**config.mk**
```make
export PLATFORM = sky130hd
export DESIGN_NAME = fetch_unit
export DESIGN_NICKNAME = d
export VERILOG_FILES = /design/src/rtl/cpu_pkg.sv /design/src/rtl/fetch_buffer.sv /design/src/rtl/fetch_unit.sv
export SDC_FILE = /design/constraint.sdc
export NUM_CORES = 1
export LEC_CHECK = 0
export BUFFER_PORTS_ARGS = -buffer_cell sky130_fd_sc_hd__buf_2
export CAP_MARGIN = 15
export CORE_MARGIN = 5
export CORE_UTILIZATION = 63
export DETAILED_ROUTE_END_ITERATION = 6
export PLACE_DENSITY = 0.86
export SYNTH_ARGS = -nofsm -noshare
export SYNTH_HDL_FRONTEND = slang
export SYNTH_SLANG_ARGS = --single-unit
```
**constraint.sdc**
```tcl
create_clock -name clk -period 4.6 [get_ports clk]
set_clock_uncertainty 0.1 [all_clocks]
set_input_delay 1.15 -clock clk [delete_from_list [all_inputs] [get_ports clk]]
set_output_delay 1.15 -clock clk [all_outputs]
set_load 0.01 [all_outputs]
```
**src/rtl/cpu_pkg.sv**
```systemverilog
// Types and widths shared by the instruction-fetch slice of the cpu.
package cpu_pkg;

  localparam int unsigned INSTR_W = 32;
  localparam int unsigned MEMW_W  = 64;
  // PC field is sized for the widest supported ADDR_W; narrower PCs are zero-extended.
  localparam int unsigned PC_W    = 64;

  typedef enum logic {
    BOOT = 1'b0,
    RUN  = 1'b1
  } fetch_state_e;

  typedef struct packed {
    logic [PC_W-1:0]    pc;
    logic [INSTR_W-1:0] instr;
  } fetch_entry_t;

endpackage

```
**src/rtl/fetch_buffer.sv**
```systemverilog
// DEPTH-entry circular instruction buffer: two enqueue lanes, one dequeue, flush.
module fetch_buffer
  import cpu_pkg::*;
#(
  parameter int unsigned DEPTH = 4
) (
  input  logic                     clk,
  input  logic                     rst_n,
  input  logic                     flush_i,
  input  logic [1:0]               enq_valid_i,
  input  fetch_entry_t [1:0]       enq_entry_i,
  input  logic                     deq_i,
  output fetch_entry_t             head_o,
  output logic [$clog2(DEPTH):0]   count_o
);

  localparam int unsigned PTR_W = $clog2(DEPTH);
  localparam int unsigned CNT_W = PTR_W + 1;

  fetch_entry_t     mem_q [DEPTH];
  logic [PTR_W-1:0] rd_ptr_q, rd_ptr_d;
  logic [PTR_W-1:0] wr_ptr_q, wr_ptr_d;
  logic [PTR_W-1:0] wr1_ptr;
  logic [CNT_W-1:0] count_q, count_d;
  logic             deq;

  always_comb begin
    deq = deq_i && (count_q != '0);
    // Lane 1 packs down into lane 0's slot when the low half is skipped.
    wr1_ptr  = enq_valid_i[0] ? wr_ptr_q + PTR_W'(1) : wr_ptr_q;
    rd_ptr_d = rd_ptr_q + PTR_W'(deq);
    wr_ptr_d = wr_ptr_q + PTR_W'(enq_valid_i[0]) + PTR_W'(enq_valid_i[1]);
    count_d  = count_q + CNT_W'(enq_valid_i[0]) + CNT_W'(enq_valid_i[1]) - CNT_W'(deq);
    if (flush_i) begin
      rd_ptr_d = '0;
      wr_ptr_d = '0;
      count_d  = '0;
    end
  end

  always_ff @(posedge clk or negedge rst_n) begin
    if (!rst_n) begin
      rd_ptr_q <= '0;
      wr_ptr_q <= '0;
      count_q  <= '0;
      for (int unsigned i = 0; i < DEPTH; i++) begin
        mem_q[i] <= '0;
      end
    end else begin
      rd_ptr_q <= rd_ptr_d;
      wr_ptr_q <= wr_ptr_d;
      count_q  <= count_d;
      if (!flush_i) begin
        if (enq_valid_i[0]) mem_q[wr_ptr_q] <= enq_entry_i[0];
        if (enq_valid_i[1]) mem_q[wr1_ptr]  <= enq_entry_i[1];
      end
    end
  end

  assign head_o  = mem_q[rd_ptr_q];
  assign count_o = count_q;

endmodule

```
**src/rtl/fetch_unit.sv**
```systemverilog
// Instruction-fetch initiator: issues 64-bit reads, splits them into two
// instructions, buffers them and hands them to decode; redirects flush.
module fetch_unit
  import cpu_pkg::*;
#(
  parameter int unsigned        ADDR_W   = 32,
  parameter logic [ADDR_W-1:0]  RESET_PC = '0,
  parameter int unsigned        DEPTH    = 4
) (
  input  logic                clk,
  input  logic                reset,
  output logic                mem_rd_en,
  output logic [ADDR_W-1:0]   mem_addr,
  input  logic [MEMW_W-1:0]   mem_rdata,
  input  logic                redirect_valid,
  input  logic [ADDR_W-1:0]   redirect_pc,
  output logic                out_valid,
  input  logic                out_ready,
  output logic [INSTR_W-1:0]  out_instr,
  output logic [ADDR_W-1:0]   out_pc
);

  localparam int unsigned CNT_W = $clog2(DEPTH) + 1;
  localparam int unsigned OCC_W = CNT_W + 2;

  fetch_state_e      state_q, state_d;
  logic [ADDR_W-1:0] fetch_pc_q, fetch_pc_d;
  logic [ADDR_W-1:0] rd_addr_q, rd_addr_d;
  logic              skip_low_q, skip_low_d;
  logic              inflight_q, inflight_d;
  logic              squash_q, squash_d;

  logic [CNT_W-1:0]   count;
  logic [OCC_W-1:0]   occ;
  logic               issue;
  logic               resp;
  logic [1:0]         enq_valid;
  fetch_entry_t [1:0] enq_entry;
  fetch_entry_t       head;
  logic               unused_bits;

  always_comb begin
    // Space reserved for buffered entries, the outstanding read and this one.
    occ   = OCC_W'(count) + (inflight_q ? OCC_W'(2) : '0) + OCC_W'(2);
    issue = (state_q == RUN) && !redirect_valid && (occ <= OCC_W'(DEPTH));
    resp  = inflight_q && !squash_q;

    enq_valid          = {resp, resp && !skip_low_q};
    enq_entry[0].pc    = PC_W'(rd_addr_q);
    enq_entry[0].instr = mem_rdata[INSTR_W-1:0];
    enq_entry[1].pc    = PC_W'(rd_addr_q + ADDR_W'(4));
    enq_entry[1].instr = mem_rdata[MEMW_W-1:INSTR_W];
  end

  always_comb begin
    state_d    = RUN;
    fetch_pc_d = fetch_pc_q;
    rd_addr_d  = rd_addr_q;
    skip_low_d = skip_low_q;
    inflight_d = issue;
    squash_d   = 1'b0;
    if (resp) skip_low_d = 1'b0;
    if (issue) begin
      fetch_pc_d = fetch_pc_q + ADDR_W'(8);
      rd_addr_d  = fetch_pc_q;
    end
    if (redirect_valid) begin
      fetch_pc_d = {redirect_pc[ADDR_W-1:3], 3'b000};
      skip_low_d = redirect_pc[2];
      squash_d   = inflight_q;
    end
  end

  always_ff @(posedge clk or negedge reset) begin
    if (!reset) begin
      state_q    <= BOOT;
      fetch_pc_q <= RESET_PC;
      rd_addr_q  <= RESET_PC;
      skip_low_q <= 1'b0;
      inflight_q <= 1'b0;
      squash_q   <= 1'b0;
    end else begin
      state_q    <= state_d;
      fetch_pc_q <= fetch_pc_d;
      rd_addr_q  <= rd_addr_d;
      skip_low_q <= skip_low_d;
      inflight_q <= inflight_d;
      squash_q   <= squash_d;
    end
  end

  fetch_buffer #(
    .DEPTH (DEPTH)
  ) u_buffer (
    .clk         (clk),
    .rst_n       (reset),
    .flush_i     (redirect_valid),
    .enq_valid_i (enq_valid),
    .enq_entry_i (enq_entry),
    .deq_i       (out_valid && out_ready),
    .head_o      (head),
    .count_o     (count)
  );

  assign mem_rd_en   = issue;
  assign mem_addr    = fetch_pc_q;
  assign out_valid   = (count != '0);
  assign out_instr   = head.instr;
  assign out_pc      = ADDR_W'(head.pc);
  assign unused_bits = ^{redirect_pc[1:0], head.pc};

endmodule

```
==> flow_summary.yaml, run 1 <==
timing:
  period_share_pct: 85.2
  max_slew_margin_pct: 28.9
  rsz0062_at_grt: "false"
  hold_viol_final: 0
  fin_ws_ns: 0.681
  worstMarginPinSlew_ns: 1.07
  final-max-slew-violation-count: 0
  tns_ns: 0
  setup_violations: 0
  max_freq_mhz: 255
  min_period_ns: 3.92
yosys:
  muxShareOfSynthArea_pct: 21.0
  synthTopCellsByArea: "dfrtp_1 53%, mux2_2 11%, mux4_2 9.5%, o22ai_1 4.4%, a2bb2oi_1 4.1%"
  ys_async_sr_fraction_pct: 100
  synth_area_per_cell_um2: 13.2
  synth-compound-area-share_pct: 12.9
  synth.top_cell.area_share_pct: 53.5
  postSynthCellCount: 1151
  synth.most_common_cell: "dfrtp_1"
  yosysSeqAreaShare_pct: 53.5
  synth_flop_cell: "dfrtp_1"
  synth.largest_area_cell: "dfrtp_1"
  synth_top_cells_by_count: "325 x dfrtp_1, 147 x mux2_2, 106 x o22ai_1, 76 x nor2_1, 71 x a2bb2oi_1"
  synth_seq_cells: 325
  synth_xor_xnor_area_share_pct: 1.73
  synth-simple-area-share_pct: 6.41
  synth_edf_count: 0
  synth_top_family_by_area: "multiplexers"
  synth_area_um2: 15200
  synth_cell_type_count: 53
  ys_warn_count: 0
  synth_fa_ha_area_share_pct: 1.14
final_layout:
  syn_to_final_growth_pct: 15.2
  final_nets: 1431
  postLayoutCoreUtil_pct: 74.2
  drive_above_1_share_pct: 38.0
  n_fill_cell: 1485
clock_tree:
  clkLatencyLatePin_ns: 0.51
  cts_root_buf: "clkbuf_16"
  ctsResizeCount: 0
  htreeDepth: 2
  cts_sinks: 325
  postCtsHoldBufs: 0
  postCtsSetupBuffers: 0
  numCtsBuffers: 34
  cts_max_path_buffers: 3
  cts_tree: "yes"
  path_clk_slew_ns: 0.06
power:
  leakagePower_nw: 7.58
  peakVddDrop_mv: 0.422
  total_power_w: 0.0114
  p_per_area_nw_per_um2: 652
placed_design:
  preCtsSetupSlack_ns: 1.25
  gp_congestion: 0.847
  portBuffers: 192
  hpwl_um: 24300
floorplan:
  core_area_um2: 23600
  dieArea_um2: 27300
  initial_core_util_pct: 64.4
  core.rowCount: 56
  ios: 198
  die_y_um: 165
  die_w_um: 165
run:
  drv_cap: 0
drt:
  drt.antenna.violating_nets: 0
  finalWirelength_um: 39600
  dr.first_iter.drc_count: 1133
  vias: 11100
  routedWlPerCell_um: 23.8
  firstDrtPassIters: 7
  drc: 1
  via_per_inst: 6.69
hold_path:
  hold_start: "u_buffer.mem_q[34]"
  hold_depth: 2
  hold_end: "u_buffer.mem_q[34]"
  hold_class: "reg -> reg"
critical_path:
  r2r_slack_ns: 1.48
  required_ns: 3.35
  crit_arrival_ns: 2.67
  startpoint_type: "flip-flop"
  worstSetupPathType: "reg -> out"
  worstReg2RegStart: "u_buffer.wr_ptr_q[0]"
  r2r_cells: 8
  endpoint_kind: "primary output"
  r2r-end: "u_buffer.mem_q[350]"
  path_max_fanout: 8
outcome:
  violations: "DRC"
  outcome: "finished, violations left"
global_route:
  antenna_found_initial: 5
  grt_pass1_wl_um: 63400
  grt_max_degree: 108
  grt-ovfl-total: 0
  grtUsageTotal_pct: 29.5
  first_global_vias: 11900
-- worst max-delay path: stages, from the launching register on --
cell	delay, ns
dfrtp_1	0.41
inv_1	0.11
ha_1	0.15
inv_1	0.04
ha_1	0.28
nor3b_1	0.45
nor2_1	0.30
nor2_2	0.25
buf_2	0.18
-- routing by layer --
| metal | global-route usage [%] | vias to the layer above | routed length, um |
|---|---|---|---|
| li1 | - | 4707 | - |
| met1 | 39.5 | 5596 | 15400 |
| met2 | 48.0 | 691 | 19400 |
| met3 | 6.63 | 124 | 3690 |
| met4 | 10.9 | 6 | 1190 |
| met5 | 0 | - | 34 |
-- flip-flops by register name (all words and copies together), names as in the netlist --
signal and cells:
u_buffer.mem_q 256, mem_addr 29, rd_addr_q 29, u_buffer.count_o 3
u_buffer.rd_ptr_q 2, u_buffer.wr_ptr_q 2, inflight_q 1, skip_low_q 1
squash_q 1, state_q 1
-- cells in the final DEF, fill, tap and decap left out, types with 5 or more instances in the layout --
master,n
nor4_1,6
a2bb2oi_1,71
xnor2_1,20
buf_12,6
inv_1,8
ha_1,9
xor2_1,10
nor2b_1,11
clkbuf_1,6
or3_1,5
nand3_1,14
mux4_2,64
mux2_1,5
nand2_1,43
nor3_1,10
o22a_1,44
clkinv_2,7
buf_4,22
nor2_1,75
nand4_1,10
o21ai_0,25
mux2_2,147
clkbuf_16,35
dfrtp_1,323
buf_2,191
clkbuf_8,8
o22ai_1,106
-- stage by stage --
step	hold slack [ns]	std cells	cell area, um^2
final	0.383	1663	17500
after global routing	0.414	1663	17500
after CTS	0.386	1661	17500
after detailed placement	0.373	1602	16400
after global placement	0.356	1602	16400
after floorplan	0.340	1153	15200
-- cells by family after synthesis --
group                      after synthesis
buffers and inverters                  102
DFF                                    325
muxes                                  219
AOI/OAI and AO/OA                      262
and+or+nand+nor                        199
adders and majority gates               12
xor gates and xnor gates                30
other                                    2
-- worst max-delay path by stage --
stage,start,end,slack [ns],depth (start not counted)
6_report,u_buffer.count_o[1],mem_rd_en,0.68,8
5_1_grt,u_buffer.count_o[1],mem_rd_en,0.53,8
4_1_cts,u_buffer.rd_ptr_q[0],out_pc[15],0.70,3
3_5_place_dp,u_buffer.rd_ptr_q[0],out_pc[15],1.25,3
3_3_place_gp,u_buffer.rd_ptr_q[0],out_pc[15],1.26,3
2_1_floorplan,redirect_valid,mem_rd_en,1.43,4
-- power by group --
part | internal, W | switching [W] | total (W)
combinational | 0.00210 | 0.00172 | 0.00382
sequential | 0.00403 | 0.000890 | 0.00492
clock | 0.00158 | 0.00110 | 0.00268
total | 0.00771 | 0.00371 | 0.0114
-- layout make-up --
cell class | count | area, um^2 | share of cell area (%)
multi-input combinational | 726 | 6580 | 37.6
sequential | 325 | 8140 | 46.5
timing repair buffer | 220 | 1260 | 7.17
tap | 319 | 399 | 2.28
clock inverter | 10 | 81.3 | 0.464
inverter | 12 | 45.0 | 0.257
antenna | 2 | 5.00 | 0.0286
clock buffer | 49 | 1010 | 5.76
Note: power is estimated with default switching activity, not from simulation.
==> run 2: changes to the inputs <==
BUFFER_PORTS_ARGS = -buffer_cell sky130_fd_sc_hd__buf_4   (was -buffer_cell sky130_fd_sc_hd__buf_2)
==> flow_summary.yaml, run 2 (same netlist as run 1, synthesis figures left out) <==
outcome:
  outcome: "completed"
critical_path:
  endpoint_kind: "primary output"
  cp_cell_sequence: "inv_1 -> ha_1 -> inv_1 -> ha_1 -> nor3b_1 -> nor2_1 -> nor2_4 -> buf_4"
  critPathMaxStageDelay_ns: 0.46
  crit_path_top_delay_cell: "nor3b_1"
  r2r_slack_ns: 1.37
  path_max_fanout: 8
  startpoint: "u_buffer.count_o[1]"
  worstSetupEndpoint: "mem_rd_en"
  required_ns: 3.35
  r2r-end: "u_buffer.mem_q[325]"
  r2r_cells: 8
  crit_arrival_ns: 2.70
  worstSetupPathType: "reg -> out"
  startpoint_type: "flip-flop"
  worstReg2RegStart: "u_buffer.wr_ptr_q[0]"
hold_path:
  hold_depth: 2
  hold_class: "reg -> reg"
final_layout:
  n_fill_cell: 1399
  top_register: "u_buffer.mem_q"
  layout_common_cells: "323 x dfrtp_1, 208 x buf_4, 147 x mux2_2"
  postLayoutCoreUtil_pct: 76.5
  final_common_cell: "dfrtp_1"
  syn_to_final_growth_pct: 18.8
  largest_reg_flops: 256
  drive_above_1_share_pct: 37.7
  final_nets: 1430
  instances_no_fill: 1661
floorplan:
  core.rowCount: 56
  die_y_um: 165
  core_area_um2: 23600
  ios: 198
  initial_core_util_pct: 64.4
  dieArea_um2: 27300
  die_w_um: 165
clock_tree:
  cts_max_path_buffers: 3
  ctsResizeCount: 0
  postCtsHoldBufs: 0
  postCtsSetupBuffers: 0
  htreeDepth: 2
  cts_root_buf: "clkbuf_16"
  cts_tree: "yes"
  clkLatencyLatePin_ns: 0.51
  cts_sinks: 325
  numCtsBuffers: 35
  path_clk_slew_ns: 0.06
timing:
  worstMarginPinSlew_ns: 0.854
  rsz0062_at_grt: "false"
  period_share_pct: 85.9
  setup_violations: 0
  min_period_ns: 3.95
  hold_viol_final: 0
  final-max-slew-violation-count: 0
  max_freq_mhz: 253
  max_slew_margin_pct: 43.0
  holdWs_ns: 0.382
  tns_ns: 0
global_route:
  gr-usage-met3_pct: 6.23
  grtUsageTotal_pct: 29.8
  met1_usage_pct: 39.5
  first_global_vias: 11900
  antenna_found_initial: 1
  grtUsageMet2_pct: 48.7
  grt-ovfl-total: 0
  grt_max_degree: 108
  grt_busiest_layer: "met2"
  grt_pass1_wl_um: 63800
drt:
  firstDrtPassIters: 5
  via_per_inst: 6.67
  routedWlPerCell_um: 24.2
  vias: 11100
  drc: 0
  finalWirelength_um: 40100
  drt.antenna.violating_nets: 0
  dr.first_iter.drc_count: 1104
placed_design:
  gp_congestion: 0.833
  hpwl_um: 24400
  placed_cells: 1600
  portBuffers: 192
power:
  total_power_w: 0.0118
  peakVddDrop_mv: 0.339
  p_per_area_nw_per_um2: 656
  leakagePower_nw: 7.76
run:
  drv_cap: 0
## run 2: cell types whose count changed in the layout (fill, tap and decap cells not counted), moves of 2 or more
cell	change
clkbuf_1	+3
buf_12	+3
clkinv_2	-2
bufinv_16	+2
buf_4	+186
buf_2	-191
## run 2: layer usage
layer | share of wire [%] | vias up | wire length [um]
met2 | 49 | 643 | 19700
met5 | 0 | - | 0
met1 | 38 | 5624 | 15400
met3 | 9.3 | 115 | 3740
li1 | - | 4699 | -
met4 | 3.1 | 0 | 1260
## run 2: worst min-delay path by stage
stage	startpoint	end	slack, ns
2_1_floorplan	u_buffer.mem_q[130]	u_buffer.mem_q[130]	0.34
3_3_place_gp	u_buffer.mem_q[226]	u_buffer.mem_q[226]	0.36
3_5_place_dp	u_buffer.mem_q[61]	u_buffer.mem_q[61]	0.37
4_1_cts	u_buffer.mem_q[61]	u_buffer.mem_q[61]	0.39
5_1_grt	u_buffer.mem_q[11]	u_buffer.mem_q[11]	0.41
6_report	u_buffer.mem_q[226]	u_buffer.mem_q[226]	0.38
## run 2: final cells by class
| type | instances | area, um^2 | share of cell area, % |
|---|---|---|---|
| Tap cell | 319 | 399 | 2.21 |
| Inverter | 12 | 45.0 | 0.249 |
| Clock inverter | 9 | 124 | 0.686 |
| Sequential cell | 325 | 8140 | 45.1 |
| Timing Repair Buffer | 218 | 1760 | 9.73 |
| Multi-Input combinational cell | 726 | 6590 | 36.5 |
| Clock buffer | 51 | 1010 | 5.57 |
| Antenna cell | 1 | 2.50 | 0.0139 |
## run 2: critical path, delay by kind of cell (launching register included)
kind | cells | cell delay, ns
simple gates | 3 | 0.98
fa+ha+maj | 2 | 0.47
flops | 1 | 0.41
buf+inv | 3 | 0.33
## run 2: through the flow
step           setup WS, ns  cell area, um^2
6_report              0.649            18100
5_1_grt               0.421            18100
4_1_cts               0.639            18100
3_5_place_dp           1.21            16900
3_3_place_gp           1.26            16900
2_1_floorplan          1.43            15200
## run 2: power breakdown
group	total, W	internal [W]	leakage [nW]	switching [W]
Clock	0.00277	0.00168	0.559	0.00109
Combinational	0.00416	0.00236	3.22	0.00180
Sequential	0.00491	0.00403	3.99	0.000877
Total	0.0118	0.00808	7.76	0.00377
==> run 3: changes to the inputs <==
--- a/constraint.sdc
+++ b/constraint.sdc
@@ -4,2 +4,2 @@
 set_output_delay 1.15 -clock clk [all_outputs]
-set_load 0.01 [all_outputs]
+set_load 0.005 [all_outputs]
==> flow_summary.yaml, run 3 (same netlist as run 1, synthesis figures left out) <==
timing:
  max_freq_mhz: 252
  worstMarginPinSlew_ns: 0.878
  max_slew_margin_pct: 41.4
  setup_violations: 0
  final-max-slew-violation-count: 0
  rsz0062_at_grt: "false"
  min_period_ns: 3.96
  tns_ns: 0
  holdWs_ns: 0.380
  hold_viol_final: 0
  period_share_pct: 86.1
outcome:
  outcome: "completed"
drt:
  via_per_inst: 6.74
  routedWlPerCell_um: 24.6
  dr.first_iter.drc_count: 1272
  drt.antenna.violating_nets: 0
  drc: 0
  finalWirelength_um: 40800
  firstDrtPassIters: 5
  vias: 11200
power:
  power_frac_comb_pct: 33.7
  clkPwrFrac_pct: 24.6
  leakagePower_nw: 7.77
  peakVddDrop_mv: 0.403
  intPower_w: 0.00813
  p_switching_w: 0.00365
  pwr-share-seq_pct: 41.7
  switching_share_pct: 31.0
  p_per_area_nw_per_um2: 652
final_layout:
  syn_to_final_growth_pct: 18.8
  final_cell_area_um2: 18100
  postLayoutCoreUtil_pct: 76.5
  drive_above_1_share_pct: 38.1
  final_common_cell: "dfrtp_1"
  antenna_cells: 0
  instances_no_fill: 1662
  top_register: "u_buffer.mem_q"
  final_nets: 1431
  layout_common_cells: "323 x dfrtp_1, 214 x buf_4, 147 x mux2_2"
  largest_reg_flops: 256
global_route:
  grt_max_degree: 109
  first_global_vias: 12100
  grt-ovfl-total: 0
  grtUsageTotal_pct: 30.5
  grt_pass1_wl_um: 65200
  antenna_found_initial: 0
floorplan:
  initial_core_util_pct: 64.4
  ios: 198
  core_area_um2: 23600
  die_w_um: 165
  core.rowCount: 56
  die_y_um: 165
  dieArea_um2: 27300
critical_path:
  worstSetupPathType: "reg -> out"
  critPathMaxStageDelay_ns: 0.47
  crit_path_top_delay_cell: "nor3b_1"
  endpoint_kind: "primary output"
  path_max_fanout: 8
  crit_arrival_ns: 2.71
  required_ns: 3.35
  cp_cell_sequence: "inv_1 -> ha_1 -> inv_1 -> ha_1 -> nor3b_1 -> nor2_1 -> nor2_4 -> buf_4"
  startpoint_type: "flip-flop"
clock_tree:
  cts_root_buf: "clkbuf_16"
  cts_tree: "yes"
  cts_sinks: 325
  htreeDepth: 2
  path_clk_slew_ns: 0.06
  ctsResizeCount: 0
  numCtsBuffers: 34
  cts_max_path_buffers: 3
  clkLatencyLatePin_ns: 0.52
  postCtsSetupBuffers: 0
  postCtsHoldBufs: 0
hold_path:
  hold_class: "reg -> reg"
run:
  drv_cap: 0
placed_design:
  gp_congestion: 0.825
  place_area_um2: 16900
  hpwl_um: 25000
  portBuffers: 192
  placed_cells: 1602
## run 3: through the flow
stage	worst slack [ns]	power, W
global route	0.510	0.0124
finish	0.639	0.0118
detailed placement	1.27	0.00884
floorplan	1.44	0.00717
CTS	0.665	0.0118
global placement	1.35	0.00858
## run 3: power by group through the flow
stage | clock (W) | combinational (W) | sequential [W]
6_report | 0.00289 | 0.00397 | 0.00491
5_1_grt | 0.00305 | 0.00430 | 0.00502
4_1_cts | 0.00292 | 0.00399 | 0.00487
3_5_place_dp | 0 | 0.00395 | 0.00489
3_3_place_gp | 0 | 0.00379 | 0.00479
2_1_floorplan | 0 | 0.00263 | 0.00454
## run 3: layout make-up
type | instances | area, um^2
well taps | 319 | 399
multi-input cells | 726 | 6590
inverters | 12 | 45.0
clock buffers | 41 | 908
fillers | 1395 | 5550
flip-flops and latches | 325 | 8140
repair buffers | 220 | 1720
clock inverters | 19 | 265
## run 3: layer usage
layer / track usage (%) / routed length [um] / part of all wire (%) / vias up
met4: 10.6 / 1090 / 2.7 / 0
met1: 41.2 / 15600 / 38 / 5682
met5: 0 / 0 / 0 / -
li1: - / - / - / 4704
met3: 6.80 / 4170 / 10 / 101
met2: 49.6 / 20000 / 49 / 709
## run 3: worst paths after layout
| path | startpoint | to | slack (ns) | cells past startpoint |
|---|---|---|---|---|
| hold / removal | u_buffer.mem_q[34] | u_buffer.mem_q[34] | 0.38 | 2 |
| setup reg to reg | u_buffer.count_o[1] | rd_addr_q[15] | 1.47 | 9 |
| max in group asynchronous | reset | u_buffer.mem_q[244] | 2.92 | 2 |
| min in group asynchronous | reset | u_buffer.mem_q[305] | 0.47 | 1 |
| hold reg to reg | u_buffer.mem_q[34] | u_buffer.mem_q[34] | 0.38 | 2 |
| setup / recovery | u_buffer.count_o[1] | mem_rd_en | 0.64 | 8 |
## run 3: worst max-delay path: cells and delay by family (launching register included)
family / cells / cell delay [ns]
simple gates: 3 / 1.02
fa+ha+maj: 2 / 0.46
flops: 1 / 0.42
buf+inv: 3 / 0.29
